$ cat config.mk
export PLATFORM = sky130hd
export DESIGN_NAME = stage5_fwd_scoreboard
export DESIGN_NICKNAME = d
export VERILOG_FILES = /design/src/rtl/stage5_fwd_scoreboard_pkg.sv /design/src/rtl/stage5_fwd_prio_sel.sv /design/src/rtl/stage5_fwd_scoreboard.sv
export SDC_FILE = /design/constraint.sdc
export NUM_CORES = 1
export LEC_CHECK = 0
export ABC_AREA = 1
export BUFFER_PORTS_ARGS = -buffer_cell sky130_fd_sc_hd__buf_4
export CAP_MARGIN = 20
export CORE_UTILIZATION = 38
export DETAILED_ROUTE_END_ITERATION = 10
export MAX_ROUTING_LAYER = met4
export PLACE_DENSITY = 0.82
export SETUP_SLACK_MARGIN = 0.15
export SLEW_MARGIN = 20
export SYNTH_ARGS = -nofsm -noshare
export SYNTH_HDL_FRONTEND = slang
export SYNTH_SLANG_ARGS = --single-unit
$ cat constraint.sdc
create_clock -name vclk -period 1.3
set_clock_uncertainty 0.2 [all_clocks]
set_input_delay 0.26 -clock vclk [all_inputs]
set_output_delay 0.26 -clock vclk [all_outputs]
set_load 0.005 [all_outputs]
$ cat src/rtl/stage5_fwd_scoreboard_pkg.sv
// Shared definitions for the stage-5 forwarding / scoreboard slice.
//   FSEL_W     : forwarding-select width for the default two producer stages
//   fsel_width : select width for an arbitrary number of producer stages
//   regidx_t   : architectural register index
//   FWD_RF     : select code meaning "read the register file"
package stage5_fwd_scoreboard_pkg;

  localparam int unsigned DEF_NUM_FWD = 2;
  localparam int unsigned FSEL_W      = $clog2(DEF_NUM_FWD + 1);

  typedef logic [4:0]        regidx_t;
  typedef logic [FSEL_W-1:0] fwd_sel_t;

  localparam fwd_sel_t FWD_RF = '0;

  function automatic int unsigned fsel_width(input int unsigned num_fwd);
    return $clog2(num_fwd + 1);
  endfunction

endpackage

$ cat src/rtl/stage5_fwd_prio_sel.sv
// Youngest-match forwarding select for one execute-stage operand.
//   src_reg : operand register index
//   fwd_wen / fwd_rd / fwd_rdy : per producer stage (0 youngest) write enable,
//             destination register and data-ready flag
//   sel     : 0 = register file, k+1 = producer stage k
//   sel_rdy : data from the selected source is available (1 for the register file)
module stage5_fwd_prio_sel
  import stage5_fwd_scoreboard_pkg::*;
#(
  parameter  int unsigned NUM_FWD = 2,
  localparam int unsigned SEL_W   = fsel_width(NUM_FWD)
) (
  input  logic [4:0]           src_reg,
  input  logic [NUM_FWD-1:0]   fwd_wen,
  input  logic [NUM_FWD*5-1:0] fwd_rd,
  input  logic [NUM_FWD-1:0]   fwd_rdy,
  output logic [SEL_W-1:0]     sel,
  output logic                 sel_rdy
);

  // Scan oldest to youngest so the youngest match overwrites older ones.
  always_comb begin
    sel     = SEL_W'(FWD_RF);
    sel_rdy = 1'b1;
    if (src_reg != '0) begin
      for (int unsigned i = 0; i < NUM_FWD; i++) begin
        if (fwd_wen[NUM_FWD-1-i] && (fwd_rd[(NUM_FWD-1-i)*5 +: 5] == src_reg)) begin
          sel     = SEL_W'(NUM_FWD - i);
          sel_rdy = fwd_rdy[NUM_FWD-1-i];
        end
      end
    end
  end

endmodule

$ cat src/rtl/stage5_fwd_scoreboard.sv
// Execute-stage operand forwarding select plus multicycle-op register scoreboard.
// Optional feature macro: STAGE5_SCOREBOARD_EN (scoreboard present when defined;
// otherwise busy_vec/mc_full/sb_err are 0, mc_* inputs are ignored and stall
// comes from load-use hazards only).
//   CLK, RST              : clock, synchronous active-high reset
//   src_valid, src_reg    : per-operand read enable and register index
//   fwd_wen/fwd_rd/fwd_rdy: per producer stage (0 = mem, youngest)
//   fwd_sel               : per-operand select, 0 = RF, k+1 = stage k
//   mc_issue/mc_rd        : multicycle op issue and destination
//   mc_done/mc_done_rd    : multicycle op completion and destination
//   stall                 : hold execute and earlier stages
//   mc_full/busy_vec/sb_err: outstanding limit reached, busy bits, error pulse
module stage5_fwd_scoreboard
  import stage5_fwd_scoreboard_pkg::*;
#(
  parameter  int unsigned NUM_SRC = 2,
  parameter  int unsigned NUM_FWD = 2,
  parameter  int unsigned MAX_OUT = 4,
  localparam int unsigned SEL_W   = fsel_width(NUM_FWD)
) (
  input  logic                     CLK,
  input  logic                     RST,
  input  logic [NUM_SRC-1:0]       src_valid,
  input  logic [NUM_SRC*5-1:0]     src_reg,
  input  logic [NUM_FWD-1:0]       fwd_wen,
  input  logic [NUM_FWD*5-1:0]     fwd_rd,
  input  logic [NUM_FWD-1:0]       fwd_rdy,
  output logic [NUM_SRC*SEL_W-1:0] fwd_sel,
  input  logic                     mc_issue,
  input  logic [4:0]               mc_rd,
  input  logic                     mc_done,
  input  logic [4:0]               mc_done_rd,
  output logic                     stall,
  output logic                     mc_full,
  output logic [31:0]              busy_vec,
  output logic                     sb_err
);

  logic [NUM_SRC-1:0] src_rdy;
  logic               lu_hazard;

  for (genvar s = 0; s < NUM_SRC; s++) begin : g_src
    stage5_fwd_prio_sel #(
      .NUM_FWD (NUM_FWD)
    ) u_sel (
      .src_reg (src_reg[s*5 +: 5]),
      .fwd_wen (fwd_wen),
      .fwd_rd  (fwd_rd),
      .fwd_rdy (fwd_rdy),
      .sel     (fwd_sel[s*SEL_W +: SEL_W]),
      .sel_rdy (src_rdy[s])
    );
  end

  always_comb begin
    lu_hazard = 1'b0;
    for (int unsigned s = 0; s < NUM_SRC; s++) begin
      if (src_valid[s] && (fwd_sel[s*SEL_W +: SEL_W] != '0) && !src_rdy[s])
        lu_hazard = 1'b1;
    end
  end

`ifdef STAGE5_SCOREBOARD_EN
  localparam int unsigned CNT_W = $clog2(MAX_OUT + 1);

  logic [31:0]      busy_q, busy_d;
  logic [CNT_W-1:0] count_q, count_d;
  logic             err_q;
  logic             sb_hazard, waw_hazard, issue_ok, done_ok;
  regidx_t          rd_i;

  assign mc_full  = (count_q == CNT_W'(MAX_OUT));
  assign busy_vec = busy_q;
  assign sb_err   = err_q;

  always_comb begin
    sb_hazard = 1'b0;
    for (int unsigned s = 0; s < NUM_SRC; s++) begin
      rd_i = src_reg[s*5 +: 5];
      if (src_valid[s] && (rd_i != '0) && busy_q[rd_i])
        sb_hazard = 1'b1;
    end
  end

  assign waw_hazard = mc_issue && busy_q[mc_rd] && !(mc_done && (mc_done_rd == mc_rd));
  assign stall      = lu_hazard || sb_hazard || (mc_issue && mc_full) || waw_hazard;
  assign issue_ok   = mc_issue && !stall;
  assign done_ok    = mc_done && (count_q != '0) && busy_q[mc_done_rd];

  // Clear before set so an issue and done on the same register leave it busy.
  always_comb begin
    busy_d = busy_q;
    if (done_ok)
      busy_d[mc_done_rd] = 1'b0;
    if (issue_ok && (mc_rd != '0))
      busy_d[mc_rd] = 1'b1;
    count_d = count_q;
    case ({issue_ok, done_ok})
      2'b10:   count_d = count_q + 1'b1;
      2'b01:   count_d = count_q - 1'b1;
      default: count_d = count_q;
    endcase
  end

  always_ff @(posedge CLK) begin
    if (RST) begin
      busy_q  <= '0;
      count_q <= '0;
      err_q   <= 1'b0;
    end else begin
      busy_q  <= busy_d;
      count_q <= count_d;
      err_q   <= mc_done && !done_ok;
    end
  end
`else
  localparam int unsigned unused_max_out = MAX_OUT;
  logic unused_mc;

  assign unused_mc = ^{mc_issue, mc_rd, mc_done, mc_done_rd, CLK, RST};
  assign busy_vec  = '0;
  assign mc_full   = 1'b0;
  assign sb_err    = 1'b0;
  assign stall     = lu_hazard;
`endif

endmodule

Word level (Yosys, flattened, before mapping)
Index checks and enable logic that the tools add are counted.
Widths: inputs -> output; s select.
{ "totals": {"regBits": 0, "inputBits": 40, "output_inout_bits": 39, "elab_cells": 32} }
{ "op_classes": {"n_eq_ne": 4, "muxes": 14, "reduce_logical": 14} }
{ "ops": {"columns": ["cell", "count"], "rows": [
  ["$eq 5x5->1", 4],
  ["$mux 2", 6],
  ["$reduce_bool 5->1", 2],
  ["$logic_and 1x1->1", 8],
  ["$mux 1", 8],
  ["$reduce_bool 2->1", 2],
  ["$logic_not 1->1", 2]
]} }

Longest topological paths before layout
{ "depth": {"ltp_word": 10, "depth_mapped": 10, "depth_no_buf": 10} }

Cells and area by module
From an unflattened synthesis, not the netlist that was laid out.
{ "hier_totals": {"hier_cells": 152, "area_unflattened_um2": 800.8} }
{ "by_module_without_submodules": {"columns": ["mod", "instances", "cells_per_inst", "area_per_inst_um2", "seq_area_each_um2"], "rows": [
  ["stage5_fwd_prio_sel", 2, 52, 244.0, 0.0],
  ["stage5_fwd_scoreboard", 1, 48, 312.8, 0.0]
]} }

Worst setup path before layout
Ideal clock, no wire load.
{ "synth_timing": {"path_type": "in2out", "start": "input port fwd_rd[4]", "end": "output port stall", "arrival_time_ns": 0.881, "required_time_ns": 0.840, "path_slack_ns": -0.041, "path_stages": 7, "path_buffers": 0, "path_cell_list": "inv_1 nand2_1 a21oi_1 nand3_2 a21oi_1 nand2_1 nand2_1"} }
{ "synth_between": {"elab_chain_cells": 9, "word_cells_on_any_way": 22, "cone_classes": "eq/ne: 2; mux: 10; reduce/logical: 10"} }
{ "synth_lines": {"columns": ["item", "line_no", "text"], "rows": [
  ["from (decl)", "stage5_fwd_scoreboard.sv:26", "input logic [NUM_FWD*5-1:0] fwd_rd,"],
  ["$eq 5x5->1", "stage5_fwd_prio_sel.sv:27", "if (fwd_wen[NUM_FWD-1-i] && (fwd_rd[(NUM_FWD-1-i)*5 +: 5] == src_reg)) begin"],
  ["$logic_and 1x1->1", "stage5_fwd_prio_sel.sv:27", null],
  ["$mux 2", "stage5_fwd_prio_sel.sv:27", null],
  ["$mux 2", "stage5_fwd_prio_sel.sv:25", "if (src_reg != '0) begin"],
  ["$reduce_bool 2->1", "stage5_fwd_scoreboard.sv:58", "if (src_valid[s] && (fwd_sel[s*SEL_W +: SEL_W] != '0) && !src_rdy[s])"],
  ["$logic_and 1x1->1 (2 in series)", "stage5_fwd_scoreboard.sv:58", null],
  ["$mux 1", "stage5_fwd_scoreboard.sv:58", null],
  ["$mux 1 *", "stage5_fwd_scoreboard.sv:58", null],
  ["to (decl)", "stage5_fwd_scoreboard.sv:33", "output logic stall,"]
]} }
Mark *: on every way between the ends. The rest lies on a longest branch, timed or not.

Worst setup path after layout
Same ends and word-level chain as after synthesis.

==> metrics.yaml <==
diodes: 0
final-setup-viol-count: 5
cp.arrival_ns: 1.19
grtUsageTotal_pct: 16.5
post-route-min-period_ns: 1.65
place_ws_ns: -0.355
drv_cap: 0
clkbuf_count: 0
antenna_found_initial: 0
max_freq_ghz: 0.605
crit_chain: "buf_4, inv_4, nand2_2, a21oi_4, buf_6, nand4_1, nand2_1, nand2_1, nand2_1, buf_6"
port_buffers: 31
numPlacedInstances: 224
cp-start-kind: "input pin"
p_sw_mw: 0.223
crit_type: "in2out"
wl_um: 2370
drt_iter0_drc: 23
multi_input_area_um2: 779
seq_area_um2: 0
nets: 242
hold_viol: 0
p_seq_share_pct: 0
die_h_um: 47.3
cp_data_required_time_ns: 0.84
finalMaxSlewViolations: 0
critPathSlowestCell: "a21oi_4"
grt_max_degree: 6
holdPathStages: 6
status: "finished, violations left"
areaGrowthSynthToFinish_pct: 78.8
design_area_mm2: 0.00139
avgViaCountPerCell: 4.39
rsz0062_at_grt: "yes"
place_congestion: 0.866
violations: "setup timing"
pin_count: 79
p_total_mw: 0.416
drive_gt1_share_pct: 58.0
power_frac_clock_pct: 0
core_mm2: 0.00194
nFlopsAndLatches: 0
setup_ws_ns: -0.353
firstDrtPassIters: 4
powerDensity_mw_per_mm2: 298
post-route-period-util_pct: 127
vias: 997
syn_area_per_cell_um2: 4.90
ys_warn_count: 0
worst_hold_path_type: "in2out"
routedWlPerCell_um: 10.4
gr-total-overflow: 0
ys_types: 12
worstPathMaxFanout: 3
slowest_delay_ns: 0.19
die-area_mm2: 0.00224
setup_tns_ns: -1.39
p_leak_nw: 0.756
holdPathEnd: "stall"
crit_start: "fwd_rd[4]"
syn_inst: 159
p_comb_share_pct: 100.0
drtAntennaViolNets: 0
endpoint_kind: "primary output"
p_int_mw: 0.193
grt_pass1_vias: 696
hpwlAfterDp_um: 1490
p_sw_share_pct: 53.6
finalNonFillerCells: 227
start_util_pct: 40.1
ir_drop_mv: 0.243
rows: 16
min_from: "src_valid[0]"
placed_cell_area_mm2: 0.00101
grt_pass1_wl_um: 2640
ys_seq_area_share_pct: 0
cts_hold_buf: 0
die_x_um: 47.3
worst_path_most_repeated_cell: "nand2_1"
netlist_area_um2: 779
drc_errors: 0
nFillCells: 166
[power groups by stage]
stage / clock, mW / combinational, mW / sequential [mW]
after detailed placement: 0 / 0.258 / 0
final: 0 / 0.416 / 0
after CTS: 0 / 0.310 / 0
after global routing: 0 / 0.452 / 0
after floorplan: 0 / 0.212 / 0
after global placement: 0 / 0.256 / 0
[worst max path at each step]
stage	slack (ns)	to	cells past startpoint
finish	-0.35	stall	10
global route	-0.41	stall	12
CTS	-0.30	stall	11
detailed placement	-0.36	stall	12
global placement	-0.34	stall	12
floorplan	-0.02	stall	10
[critical path: cells and delay by family]
kind,cells,cell delay [ns]
compound gates,1,0.19
buf+inv,4,0.38
simple gates,5,0.37
[synthesized netlist by cell type]
| cell type | n | area share (%) |
|---|---|---|
| nand2_1 | 60 | 29 |
| conb_1 | 1 | 0.48 |
| nand3_1 | 4 | 2.6 |
| buf_4 | 34 | 33 |
| inv_2 | 7 | 3.4 |
| inv_1 | 18 | 8.7 |
| nor2_1 | 15 | 7.2 |
| nand3_2 | 2 | 2.6 |
| o21ai_1 | 3 | 1.9 |
| nor2_2 | 8 | 6.4 |
| a21oi_1 | 3 | 1.9 |
| nand4_1 | 4 | 3.2 |
[cell usage in the layout (no fill, tap or decap), drive strengths merged]
cell and instances:
nand2 60, buf 42, conb 34, inv 25, nor2 23, nand3 6, nand4 4, o21ai 3
a21oi 3
[per-layer routing]
metal / wire [µm] / vias to the layer above / GRT usage, %
li1: - / 492 / -
met1: 866 / 445 / 20.2
met2: 1270 / 50 / 31.2
met3: 136 / 10 / 0.385
met4: 97 / 0 / 0
met5: 0 / - / -
[layout make-up]
cell class | instances | area share, %
repair buffers | 42 | 32.2
inverters | 25 | 9.43
well taps | 27 | 2.42
multi-input cells | 133 | 55.9
[stage by stage]
stage	hold slack, ns	utilization, %
final	0.745	71.8
after global routing	0.767	71.8
after CTS	0.733	59.3
after detailed placement	0.731	52.1
after global placement	0.738	52.1
after floorplan	0.495	-
[kinds of logic after synthesis]
logic type,count (synthesis),share of synthesized area (%)
AO/OA/AOI/OAI,6,3.85
buffers and inverters,59,44.8
AND/OR/NAND/NOR,93,50.9
other,1,0.481
[timing repair]
| action | CTS | global route |
|---|---|---|
| gates cloned | 0 | 0 |
| resized for setup | 46 | 64 |
| setup buffers | 1 | 2 |
| endpoints found under the setup margin | 5 | 5 |
| pin swaps | 27 | 32 |
Note: power is estimated with default switching activity, not from simulation.
